--- src/rtl/invntt_ctrl.sv ---
// Job sequencer for the invntt engine: loads 2^DEPTH coefficients pair by pair,
// runs the transform with a timeout guard, and writes the result pairs back.
module invntt_ctrl #(
   parameter int DEPTH   = 8,
   parameter int TIMEOUT = 4096
) (
   input  logic             clk,
   input  logic             reset,
   input  logic             start,
   input  logic             abort,
   output logic             busy,
   output logic             job_done,
   output logic             err,
   output logic             src_rd,
   output logic [DEPTH-2:0] src_addr,
   input  logic [31:0]      src_data,
   output logic             dst_we,
   output logic [DEPTH-1:0] dst_addr,
   output logic [31:0]      dst_data,
   output logic             set,
   output logic             readin,
   output logic             full_in,
   output logic             cal_en,
   output logic             readout,
   output logic [15:0]      din_1,
   output logic [15:0]      din_2,
   output logic [DEPTH-1:0] in_index,
   input  logic [15:0]      dout_1,
   input  logic [15:0]      dout_2,
   input  logic [DEPTH-1:0] out_index,
   input  logic             readin_ok,
   input  logic             eng_done
);

   localparam int TW = $clog2(TIMEOUT);
   localparam logic [TW-1:0] T_LAST = TW'(TIMEOUT - 1);

   typedef enum logic [2:0] {
      IDLE, SETUP, LOAD, FLUSH, COMPUTE, DRAIN, FINISH
   } state_t;

   state_t           state, state_nx;
   logic [DEPTH-2:0] p, w;
   logic [TW-1:0]    tcnt;
   logic             vld_p0;
   logic [15:0]      lo_p0, hi_p0;
   logic [DEPTH-1:0] idx_p0;
   logic             accept;
   logic             tmo_hit;

   assign accept  = (state == IDLE) && start && !abort;
   assign tmo_hit = (state == COMPUTE) && !eng_done && (tcnt == T_LAST);

   always_ff @(posedge clk or negedge reset) begin
      if (!reset) begin
         state  <= IDLE;
         p      <= '0;
         w      <= '0;
         tcnt   <= '0;
         err    <= 1'b0;
         vld_p0 <= 1'b0;
      end else begin
         state  <= state_nx;
         vld_p0 <= src_rd;
         if (accept) begin
            p   <= '0;
            w   <= '0;
            err <= 1'b0;
         end else begin
            if (src_rd && !(&p))
               p <= p + 1'b1;
            if (dst_we && !(&w))
               w <= w + 1'b1;
            if (tmo_hit && !abort)
               err <= 1'b1;
         end
         if (state == COMPUTE && !eng_done)
            tcnt <= tcnt + 1'b1;
         else
            tcnt <= '0;
      end
   end

   // Stage p0: index captured with the read, data captured when it returns
   always_ff @(posedge clk) begin
      if (state == IDLE) begin
         idx_p0 <= '0;
         lo_p0  <= '0;
         hi_p0  <= '0;
      end else begin
         if (src_rd)
            idx_p0 <= {p, 1'b0};
         if (vld_p0) begin
            lo_p0 <= src_data[15:0];
            hi_p0 <= src_data[31:16];
         end
      end
   end

   always_comb begin
      state_nx = state;
      busy     = (state != IDLE);
      job_done = 1'b0;
      src_rd   = 1'b0;
      src_addr = '0;
      dst_we   = 1'b0;
      dst_addr = '0;
      dst_data = '0;
      set      = 1'b0;
      readin   = 1'b0;
      full_in  = 1'b0;
      cal_en   = 1'b0;
      readout  = 1'b0;
      case (state)
         IDLE: begin
            if (start)
               state_nx = SETUP;
         end
         SETUP: begin
            set      = 1'b1;
            readin   = 1'b1;
            state_nx = LOAD;
         end
         LOAD: begin
            set      = 1'b1;
            readin   = 1'b1;
            src_rd   = readin_ok;
            src_addr = p;
            if (readin_ok && (&p))
               state_nx = FLUSH;
         end
         FLUSH: begin
            set      = 1'b1;
            readin   = 1'b1;
            full_in  = 1'b1;
            state_nx = COMPUTE;
         end
         COMPUTE: begin
            set     = 1'b1;
            cal_en  = 1'b1;
            readout = 1'b1;
            if (eng_done)
               state_nx = DRAIN;
            else if (tcnt == T_LAST)
               state_nx = FINISH;
         end
         DRAIN: begin
            set      = 1'b1;
            readout  = 1'b1;
            dst_we   = 1'b1;
            dst_addr = out_index;
            dst_data = {dout_1, dout_2};
            if (&w)
               state_nx = FINISH;
         end
         FINISH: begin
            job_done = 1'b1;
            state_nx = IDLE;
         end
         default: state_nx = IDLE;
      endcase
      if (abort)
         state_nx = IDLE;
   end

   // Returning read data bypasses the hold registers so din is valid the cycle after src_rd
   always_comb begin
      din_1    = '0;
      din_2    = '0;
      in_index = '0;
      if (state != IDLE) begin
         in_index = idx_p0;
         din_1    = vld_p0 ? src_data[31:16] : hi_p0;
         din_2    = vld_p0 ? src_data[15:0]  : lo_p0;
      end
   end

endmodule

--- config.mk ---
export PLATFORM = sky130hd
export DESIGN_NAME = invntt_ctrl
export DESIGN_NICKNAME = d
export VERILOG_FILES = /design/src/rtl/invntt_ctrl.sv
export SDC_FILE = /design/constraint.sdc
export NUM_CORES = 1
export LEC_CHECK = 0
export CORE_MARGIN = 8
export CORE_UTILIZATION = 40
export CTS_BUF_LIST = sky130_fd_sc_hd__clkbuf_4
export DETAILED_ROUTE_END_ITERATION = 16
export PLACE_DENSITY = 0.8
export SETUP_SLACK_MARGIN = 0.4
export SYNTH_ARGS = -nofsm -noshare
export SYNTH_HDL_FRONTEND = slang
export SYNTH_SLANG_ARGS = --single-unit
--- constraint.sdc ---
create_clock -name clk -period 2.7 [get_ports clk]
set_input_delay 0.405 -clock clk [delete_from_list [all_inputs] [get_ports clk]]
set_output_delay 0.405 -clock clk [all_outputs]
set_load 0.02 [all_outputs]
==> flow_summary.json, run 1 <==
{
  "clkSinkCount": 70,
  "final.fill_count": 726,
  "start_kind": "register",
  "grt_overflow_total": 0,
  "vdd_ir_drop_max_mv": 0.371,
  "htreeDepth": 3,
  "fp-row-count": 34,
  "io_pins": 175,
  "netlist_instances": 390,
  "critPathKind": "register to output pin",
  "num_vias": 3447,
  "worst_ep_required_time_ns": 2.30,
  "place_area_um2": 5280,
  "fp.dieW_um": 109,
  "first_pass_iters": 5,
  "hold_buffers": 0,
  "yosysSeqAreaShare_pct": 45.3,
  "synth_flop_cell": "dfxtp_1",
  "power.density_nw_per_um2": 478,
  "vias_per_cell": 5.02,
  "yosys_warnings": 0,
  "drt_wl_total_mm": 11.6,
  "synth_area_um2": 3440,
  "async_reset_ff_share_pct": 44.3,
  "layout-drive-gt1-share_pct": 16.4,
  "antenna_cells": 0,
  "layout_commonest_cell": "nor2_1",
  "cts-root-buf": "clkbuf_4",
  "cts_buffer_depth": 2,
  "rsz0062_at_grt": "true",
  "grt_start_max_net_pins": 43,
  "outcome": "finished, final reports clean",
  "nNetsFinal": 654,
  "hp-class": "primary input to asynchronous set/reset pin",
  "antenna_found_initial": 0,
  "post_drt_wl_per_cell_um": 16.9,
  "numCtsBuffers": 9,
  "clkTransAtPathRegs_ns": 0.12,
  "die_y_um": 109,
  "finalInstanceArea_um2": 5470,
  "worst_pin_slew_ns": 0.651,
  "crit_fanout": 6,
  "p_leak_nw": 2.42,
  "synth_edf_count": 0,
  "finalSetupViolations": 0,
  "drc": 0,
  "drtIter0Drc": 133,
  "grt_pass1_vias": 3595,
  "critPathCaptureType": "output pin",
  "hold_viol_final": 0,
  "syn_nets": 471,
  "fin_crit_ns": 2.28,
  "cp_data_arrival_time_ns": 1.87,
  "antenna_left": 0,
  "portBuffers": 173,
  "setup_tns_ns": 0,
  "maxCapViolations": 0,
  "clock_skew_ns": 0.0153,
  "place.gp.congestion": 0.826,
  "rrSetupSlack_ns": 0.67,
  "grt_pass1_wl_mm": 17.3,
  "finalCritPeriodShare_pct": 84.3,
  "slew_viol_final": 0,
  "cts_tree": "built",
  "hpwl_mm": 8.56,
  "timing.fmax_mhz": 439,
  "core-area_um2": 8510,
  "final_cell_mix": "86 x nor2_1, 80 x clkdlybuf4s50_1, 55 x and2_1, 39 x dfxtp_1, 35 x dlygate4sd2_1",
  "clkLatencyLatePin_ns": 0.41,
  "ys_seq_elements": 70,
  "area_growth_pct": 59.1,
  "dieArea_um2": 11800,
  "maxSlewHeadroom_pct": 56.4,
  "synth_cell_types": 51,
  "grt_usage_pct": 18.6,
  "avgSynthCellArea_um2": 8.82,
  "initial_core_util_pct": 40.4
}
## state kept, by name (all words and copies together) (netlist names)
register and count:
w 7, err 1, lo_p0 16, idx_p0 7
state 3, vld_p0 1, tcnt 12, p 7
hi_p0 16
## metal layers
layer  GRT usage [%]  wire, um  vias to the layer above
li1                -         -                     1662
met1            18.9      4140                     1585
met2            33.1      5910                      186
met3            8.45      1390                       14
met4            6.26       131                        0
met5               0         0                        -
## layout make-up
cell class                      instances  area (um2)  area share (%)
Clock buffer                           10        75.1            1.37
Clock inverter                          6         109            1.99
Inverter                                9        36.3           0.663
Multi-Input combinational cell        290        1760            32.1
Sequential cell                        70        1560            28.5
Tap cell                              108         135            2.47
Timing Repair Buffer                  193        1800            32.8
## cell families after synthesis
| logic type | synth area share (%) |
|---|---|
| AND/OR/NAND/NOR | 29.5 |
| XOR/XNOR | 3.06 |
| adder cells (fa/ha/maj) | 1.09 |
| flip-flops | 45.3 |
| multiplexers | 9.61 |
| buffers and inverters | 3.78 |
| AO/OA/AOI/OAI | 7.57 |
| other | 0.109 |
## repair_timing
action | in CTS | in global routing
cloned | 0 | 2
endpoints found under the hold margin | 0 | 0
endpoints found under the setup margin | 94 | 88
setup buffers | 8 | 4
pin swaps | 2 | 1
resized for setup | 165 | 53
## critical path: stages (launching register included)
cell             delay (ns)
dfrtp_2                0.50
inv_1                  0.14
and3_1                 0.21
clkdlybuf4s50_1        0.62
## worst paths after layout
path                       startpoint   endpoint  cells after the start
setup / recovery             state[0]   job_done                      3
hold / removal                  reset       p[6]                      2
setup reg to reg             state[2]       p[5]                      7
hold reg to reg             idx_p0[4]  idx_p0[4]                      2
max in group asynchronous       reset     vld_p0                      2
min in group clk            idx_p0[4]  idx_p0[4]                      2
## synthesized netlist by cell type (all sizes together) (2+ instances only)
master | count | area share [%]
a21oi | 12 | 1.9
a31oi | 2 | 0.36
and2 | 55 | 10
and3 | 5 | 0.91
and4 | 2 | 0.51
buf | 7 | 1.2
clkbuf | 14 | 1.5
dfrtp | 31 | 23
dfxtp | 39 | 23
ha | 3 | 1.1
inv | 8 | 0.87
mux2i | 33 | 9.6
nand2 | 22 | 2.6
nand2b | 2 | 0.36
nand3 | 13 | 1.9
nand3b | 2 | 0.44
nand4 | 2 | 0.36
nor2 | 86 | 9.4
nor3 | 3 | 0.58
nor3b | 3 | 1.1
o211ai | 3 | 0.65
o21ai | 9 | 1.4
o31ai | 4 | 0.87
or3 | 3 | 0.55
xnor2 | 8 | 2.0
xor2 | 4 | 1.0
## per-stage QoR
stage | util (%) | hold slack, ns | total power, mW | worst slack (ns) | cells
after floorplan | - | 0.109 | 1.42 | 0.813 | 390
after global placement | 62.0 | 0.438 | 1.69 | 0.356 | 656
after detailed placement | 62.0 | 0.444 | 1.70 | 0.321 | 656
after CTS | 64.9 | 0.366 | 2.59 | 0.337 | 680
after global routing | 64.3 | 0.380 | 2.73 | 0.348 | 686
final | 64.3 | 0.374 | 2.61 | 0.423 | 686
## power breakdown
group / total (mW) / switching [mW] / internal [mW]
clock network: 0.863 / 0.384 / 0.479
registers: 1.12 / 0.0429 / 1.08
logic: 0.632 / 0.327 / 0.304
(Power assumes the default switching activity.)
==> run 2, diff against run 1 <==
--- a/config.mk
+++ b/config.mk
@@ -6,10 +6,10 @@
 export NUM_CORES = 1
 export LEC_CHECK = 0
 export CORE_MARGIN = 8
-export CORE_UTILIZATION = 40
+export CORE_UTILIZATION = 37
 export CTS_BUF_LIST = sky130_fd_sc_hd__clkbuf_4
 export DETAILED_ROUTE_END_ITERATION = 16
-export PLACE_DENSITY = 0.8
+export PLACE_DENSITY = 0.78
 export SETUP_SLACK_MARGIN = 0.4
 export SYNTH_ARGS = -nofsm -noshare
 export SYNTH_HDL_FRONTEND = slang
==> constraint.sdc (replaced) <==
create_clock -name clk -period 1.9 [get_ports clk]
set_input_delay 0.285 -clock clk [delete_from_list [all_inputs] [get_ports clk]]
set_output_delay 0.285 -clock clk [all_outputs]
set_load 0.02 [all_outputs]
==> run 2 against run 1 <==
Net effect:
- power up 64%
- clock-buffer cell count down 1
- combinational power rose to 2.5 times the previous value
- the flow now finishes with violations (setup timing)
- critical endpoint is now din_1[9]
==> flow_summary.json, run 2 (same netlist as run 1, synthesis figures left out) <==
{
  "dp.cells": 680,
  "fin_crit_ns": 2.08,
  "holdWs_ns": 0.254,
  "power.density_nw_per_um2": 643,
  "crit_top_cell": "buf_12",
  "slew_viol_final": 0,
  "place_ws_ns": -0.145,
  "r2r_cells": 12,
  "hpwl_mm": 8.70,
  "cts_buffer_depth": 2,
  "place.gp.congestion": 0.831,
  "switching_share_pct": 30.8,
  "initial_core_util_pct": 37.7,
  "power_frac_comb_pct": 37.4,
  "violations": "setup timing",
  "p_seq_share_pct": 37.2,
  "reg_top3": "hi_p0: 16 flops, lo_p0: 16 flops, tcnt: 12 flops",
  "grt_start_max_net_pins": 42,
  "antenna_left": 0,
  "p_sw_mw": 1.32,
  "critPathCaptureType": "output pin",
  "hold_viol_final": 0,
  "crit_family": "buffers and inverters",
  "vias_per_cell": 5.14,
  "cts-root-buf": "clkbuf_4",
  "crit_fanout": 5,
  "antenna_found_initial": 0,
  "final_cells": 737,
  "layout_commonest_cell": "buf_6",
  "setup_slack_ns": -0.180,
  "pwr-share-clk_pct": 25.4,
  "clkLatencyLatePin_ns": 0.41,
  "timing.rr.start": "state[2]",
  "start_kind": "register",
  "fp-row-count": 35,
  "dieArea_um2": 12600,
  "numCtsBuffers": 9,
  "clkSinkCount": 70,
  "antenna_cells": 0,
  "rrSetupSlack_ns": -0.12,
  "portBuffers": 173,
  "drc": 0,
  "drtIter0Drc": 207,
  "clkTransAtPathRegs_ns": 0.12,
  "area_growth_pct": 93.8,
  "worst_ep_required_time_ns": 1.62,
  "final_cell_mix": "103 x buf_6, 77 x clkdlybuf4s50_1, 59 x nor2_1, 39 x dfxtp_1, 39 x buf_4",
  "io_pins": 175,
  "crit_path_top_delay_cell": "dfrtp_2",
  "die_y_um": 112,
  "clock_skew_ns": 0.0184,
  "maxCapViolations": 0,
  "outcome": "complete, but fails checks",
  "nNetsFinal": 702,
  "p_int_mw": 2.96,
  "setup_tns_ns": -11.09,
  "path_cells": "buf_6 -> nor3_4 -> buf_12 -> buf_8 -> buf_12 -> nor2_1 -> buf_4",
  "grt_pass1_vias": 3613,
  "critPathMaxStageDelay_ns": 0.45,
  "vdd_ir_drop_max_mv": 0.483,
  "grt_overflow_total": 0,
  "htreeDepth": 3,
  "p_leak_nw": 2.88,
  "cp.buffers_inverters": 5,
  "layout-drive-gt1-share_pct": 47.9,
  "post_drt_wl_per_cell_um": 18.7,
  "finalCritPeriodShare_pct": 109,
  "grt_pass1_wl_mm": 18.0,
  "timing.fmax_mhz": 481,
  "drt_wl_total_mm": 13.8,
  "hp-class": "primary input to asynchronous set/reset pin",
  "critPathKind": "register to output pin",
  "finalSetupViolations": 94,
  "fp.dieW_um": 112,
  "rsz0062_at_grt": "true",
  "r2r-end": "p[4]",
  "num_vias": 3790,
  "first_pass_iters": 5,
  "core-area_um2": 9110,
  "grt_usage_pct": 17.5,
  "cts_tree": "built",
  "cp_data_arrival_time_ns": 1.80
}
==> run 2: cell types whose count changed in the layout (fill, tap and decap cells not counted), sizes merged <==
cell and delta:
buf +131, bufbuf +1, bufinv -1, clkbuf -20
clkdlybuf4s15 -26, clkdlybuf4s50 -3, clkinv +2, clkinvlp +1
dlygate4sd2 -35, dlymetal6s2s -1, inv -1
==> run 2: area by class of cell <==
class / instances / area (um2)
flip-flops and latches: 70 / 1560
clock inverters: 7 / 87.6
repair buffers: 241 / 2620
well taps: 111 / 139
inverters: 9 / 48.8
fillers: 588 / 2440
multi-input cells: 290 / 2140
clock buffers: 9 / 67.6
==> run 2: power groups by stage <==
stage / combinational (mW) / clock (mW) / sequential, mW
after CTS: 1.16 / 1.09 / 1.58
after global routing: 1.69 / 1.17 / 1.60
after floorplan: 0.443 / 0 / 1.59
after detailed placement: 0.909 / 0 / 1.61
after global placement: 0.896 / 0 / 1.60
final: 1.60 / 1.09 / 1.59
==> run 2: worst reg2reg max path: stages, from the launching register on <==
cell and delay [ns]:
dfrtp_2 0.45, buf_6 0.13, nor3_4 0.21, buf_12 0.14
buf_4 0.11, buf_6 0.09, buf_4 0.10, buf_6 0.09
buf_8 0.10, nand3b_1 0.12, buf_4 0.17, o211ai_1 0.09
o41ai_1 0.11
==> run 2: how the worst max path moves through the flow <==
stage	to	slack, ns	from	depth (start not counted)
2_1_floorplan	p[1]	0.23	state[0]	8
3_3_place_gp	in_index[5]	-0.09	state[2]	5
3_5_place_dp	dst_data[21]	-0.15	state[0]	5
4_1_cts	din_2[3]	-0.18	state[1]	7
5_1_grt	din_1[9]	-0.25	state[2]	7
6_report	din_1[9]	-0.18	state[2]	7
==> run 2: timing repair <==
item / CTS / global route
endpoints found under the setup margin: 127 / 135
pin swaps: 1 / 16
buffers inserted: 15 / 14
gates cloned: 4 / 8
gates resized for setup: 504 / 207
hold buffers: 0 / 0
==> run 2: per-stage QoR <==
stage          total power, mW  utilization [%]  instance area (um2)
4_1_cts                   3.83             64.1                 5840
3_5_place_dp              2.52             60.7                 5530
3_3_place_gp              2.50             60.7                 5530
5_1_grt                   4.46             73.2                 6670
2_1_floorplan             2.03                -                 3520
6_report                  4.28             73.2                 6670
==> run 2: per-layer routing <==
layer | vias up | routed length, um | global-route usage (%)
met5 | - | 0 | 0
met4 | 0 | 305 | 5.94
met3 | 23 | 1520 | 8.43
met2 | 229 | 6850 | 29.9
met1 | 1778 | 5120 | 18.5
li1 | 1760 | - | -
==> run 3, diff against run 2 <==
--- a/config.mk
+++ b/config.mk
@@ -5,7 +5,7 @@
 export SDC_FILE = /design/constraint.sdc
 export NUM_CORES = 1
 export LEC_CHECK = 0
-export CORE_MARGIN = 8
+export CORE_MARGIN = 10
 export CORE_UTILIZATION = 37
 export CTS_BUF_LIST = sky130_fd_sc_hd__clkbuf_4
 export DETAILED_ROUTE_END_ITERATION = 16
==> run 3 against run 2 <==
Net effect:
- the flow still finishes with violations (setup timing)
- register-to-register slack better by 0.20 ns
- clock-buffer cell count increased by 2
- worst setup slack gained 0.091 ns
- global-route usage shrank 0.41 points
- sequential share of layout area rose by 1.9 points
- routed wire length fell by 9.5%
- first-iteration DRC count fell by 21%
- highest routed layer unchanged
- combinational power down 21%
- critical endpoint is now dst_addr[7]
- hold slack worse by 0.014 ns
- clock power down 9.8%
- clock skew increased by 0.0040 ns
- design area is 7.5% lower
==> flow_summary.json, run 3 (same netlist as run 1, synthesis figures left out) <==
{
  "layout_commonest_cell": "clkdlybuf4s50_1",
  "fin_crit_ns": 1.99,
  "r2r-end": "p[5]",
  "antenna_left": 0,
  "worst_ep_required_time_ns": 1.62,
  "vdd_ir_drop_max_mv": 0.500,
  "grt_overflow_total": 0,
  "place.gp.congestion": 0.840,
  "final_cell_mix": "77 x clkdlybuf4s50_1, 73 x buf_6, 69 x nor2_1, 44 x buf_4, 39 x dfxtp_1",
  "num_vias": 3604,
  "hp-class": "primary input to asynchronous set/reset pin",
  "antenna_found_initial": 0,
  "core-area_um2": 9150,
  "hold_viol_final": 0,
  "multiInputGateArea_um2": 2020,
  "cts_tree": "built",
  "drc": 0,
  "power_frac_comb_pct": 33.2,
  "hpwl_mm": 9.02,
  "io_pins": 175,
  "fp.dieW_um": 116,
  "p_seq_share_pct": 41.2,
  "clock_skew_ns": 0.0224,
  "numCtsBuffers": 9,
  "first_pass_iters": 4,
  "post_drt_wl_per_cell_um": 17.5,
  "setup_slack_ns": -0.0896,
  "initial_core_util_pct": 37.6,
  "critPathLaunch": "state[1]",
  "rrSetupSlack_ns": 0.08,
  "violations": "setup timing",
  "register_area_um2": 1560,
  "slew_viol_final": 0,
  "final.fill_count": 710,
  "start_kind": "register",
  "critPathCaptureType": "output pin",
  "dieArea_um2": 13500,
  "pwr-share-clk_pct": 25.6,
  "area_growth_pct": 79.2,
  "htreeDepth": 3,
  "nNetsFinal": 680,
  "vias_per_cell": 5.04,
  "drt_wl_total_mm": 12.5,
  "grt_start_max_net_pins": 42,
  "clkTransAtPathRegs_ns": 0.12,
  "cp_data_arrival_time_ns": 1.70,
  "timing.rr.start": "state[1]",
  "p_sw_mw": 1.19,
  "outcome": "complete, but fails checks",
  "drtIter0Drc": 163,
  "grt_pass1_wl_mm": 18.4,
  "fp-row-count": 35,
  "reg_top3": "hi_p0: 16 flops, lo_p0: 16 flops, tcnt: 12 flops",
  "die_y_um": 116,
  "grt_pass1_vias": 3618,
  "switching_share_pct": 31.0,
  "dp.cells": 676,
  "path_cells": "nand3b_1 -> inv_2 -> clkbuf_16 -> and2_1 -> buf_6",
  "crit_fanout": 20,
  "critPathMaxStageDelay_ns": 0.45,
  "critPathKind": "register to output pin",
  "setup_tns_ns": -4.04,
  "cts-root-buf": "clkbuf_4",
  "grt_usage_pct": 17.1,
  "clkLatencyLatePin_ns": 0.43,
  "maxCapViolations": 0,
  "r2r_cells": 9,
  "finalCritPeriodShare_pct": 105,
  "final_cells": 715,
  "portBuffers": 173,
  "p_int_mw": 2.65,
  "antenna_cells": 0,
  "clkSinkCount": 70,
  "layout-drive-gt1-share_pct": 41.9,
  "timing.fmax_mhz": 503,
  "crit_path_top_delay_cell": "dfrtp_2",
  "cts_buffer_depth": 2,
  "power.density_nw_per_um2": 623,
  "finalSetupViolations": 79,
  "rsz0062_at_grt": "true",
  "p_leak_nw": 2.61
}
## run 3: cell types whose count changed in the layout (fill, tap and decap cells not counted), sizes merged
cell           delta
bufinv            -1
buf              -19
dlymetal6s2s      -1
bufbuf            -1
inv               -1
clkdlybuf4s15     +1
## run 3: routing by layer
| layer | vias up | track usage, % | routed length [um] |
|---|---|---|---|
| met2 | 182 | 28.7 | 6010 |
| met1 | 1686 | 17.7 | 4610 |
| met3 | 21 | 8.53 | 1610 |
| li1 | 1715 | - | - |
| met4 | 0 | 7.17 | 259 |
| met5 | - | 0 | 0 |
## run 3: layout make-up
class	count	area share [%]
clock buffer	11	1.34
clock inverter	5	0.975
inverter	9	0.832
multi-input combinational	290	32.8
sequential	70	25.3
tap	111	2.25
timing repair buffer	219	36.4
## run 3: through the flow
step	power (mW)	area (um2)	hold WS (ns)	setup WS [ns]	utilization, %
global route	4.03	6160	0.269	-0.204	67.3
finish	3.84	6160	0.240	-0.0896	67.3
detailed placement	2.52	5510	0.443	-0.0654	60.2
CTS	3.71	5790	0.234	-0.111	63.3
global placement	2.50	5510	0.438	-0.0355	60.2
floorplan	2.03	3520	-0.0106	0.231	-
## run 3: critical path, delay by kind of cell (launching register included)
kind	cells	cell delay [ns]
buffers and inverters	3	0.45
AND/OR/NAND/NOR	2	0.38
flip-flops	1	0.45
## run 3: power groups by stage
stage	clock, mW	combinational, mW	sequential [mW]
floorplan	0	0.443	1.59
global placement	0	0.900	1.60
detailed placement	0	0.917	1.61
CTS	0.995	1.13	1.58
global route	1.08	1.36	1.59
finish	0.983	1.27	1.58
## run 3: repair_timing
item	in CTS	in global routing
endpoints found under the hold margin	0	0
hold buffers	0	0
pin swaps	4	15
gates cloned	1	3
setup buffers	14	5
endpoints found under the setup margin	131	140
gates resized for setup	535	87
## run 3: worst max path at each step
stage / cells after the start / slack [ns] / end
global route: 5 / -0.20 / dst_addr[7]
CTS: 6 / -0.11 / din_2[7]
detailed placement: 4 / -0.07 / in_index[7]
floorplan: 8 / 0.23 / p[1]
global placement: 4 / -0.04 / din_1[3]
finish: 5 / -0.09 / dst_addr[7]
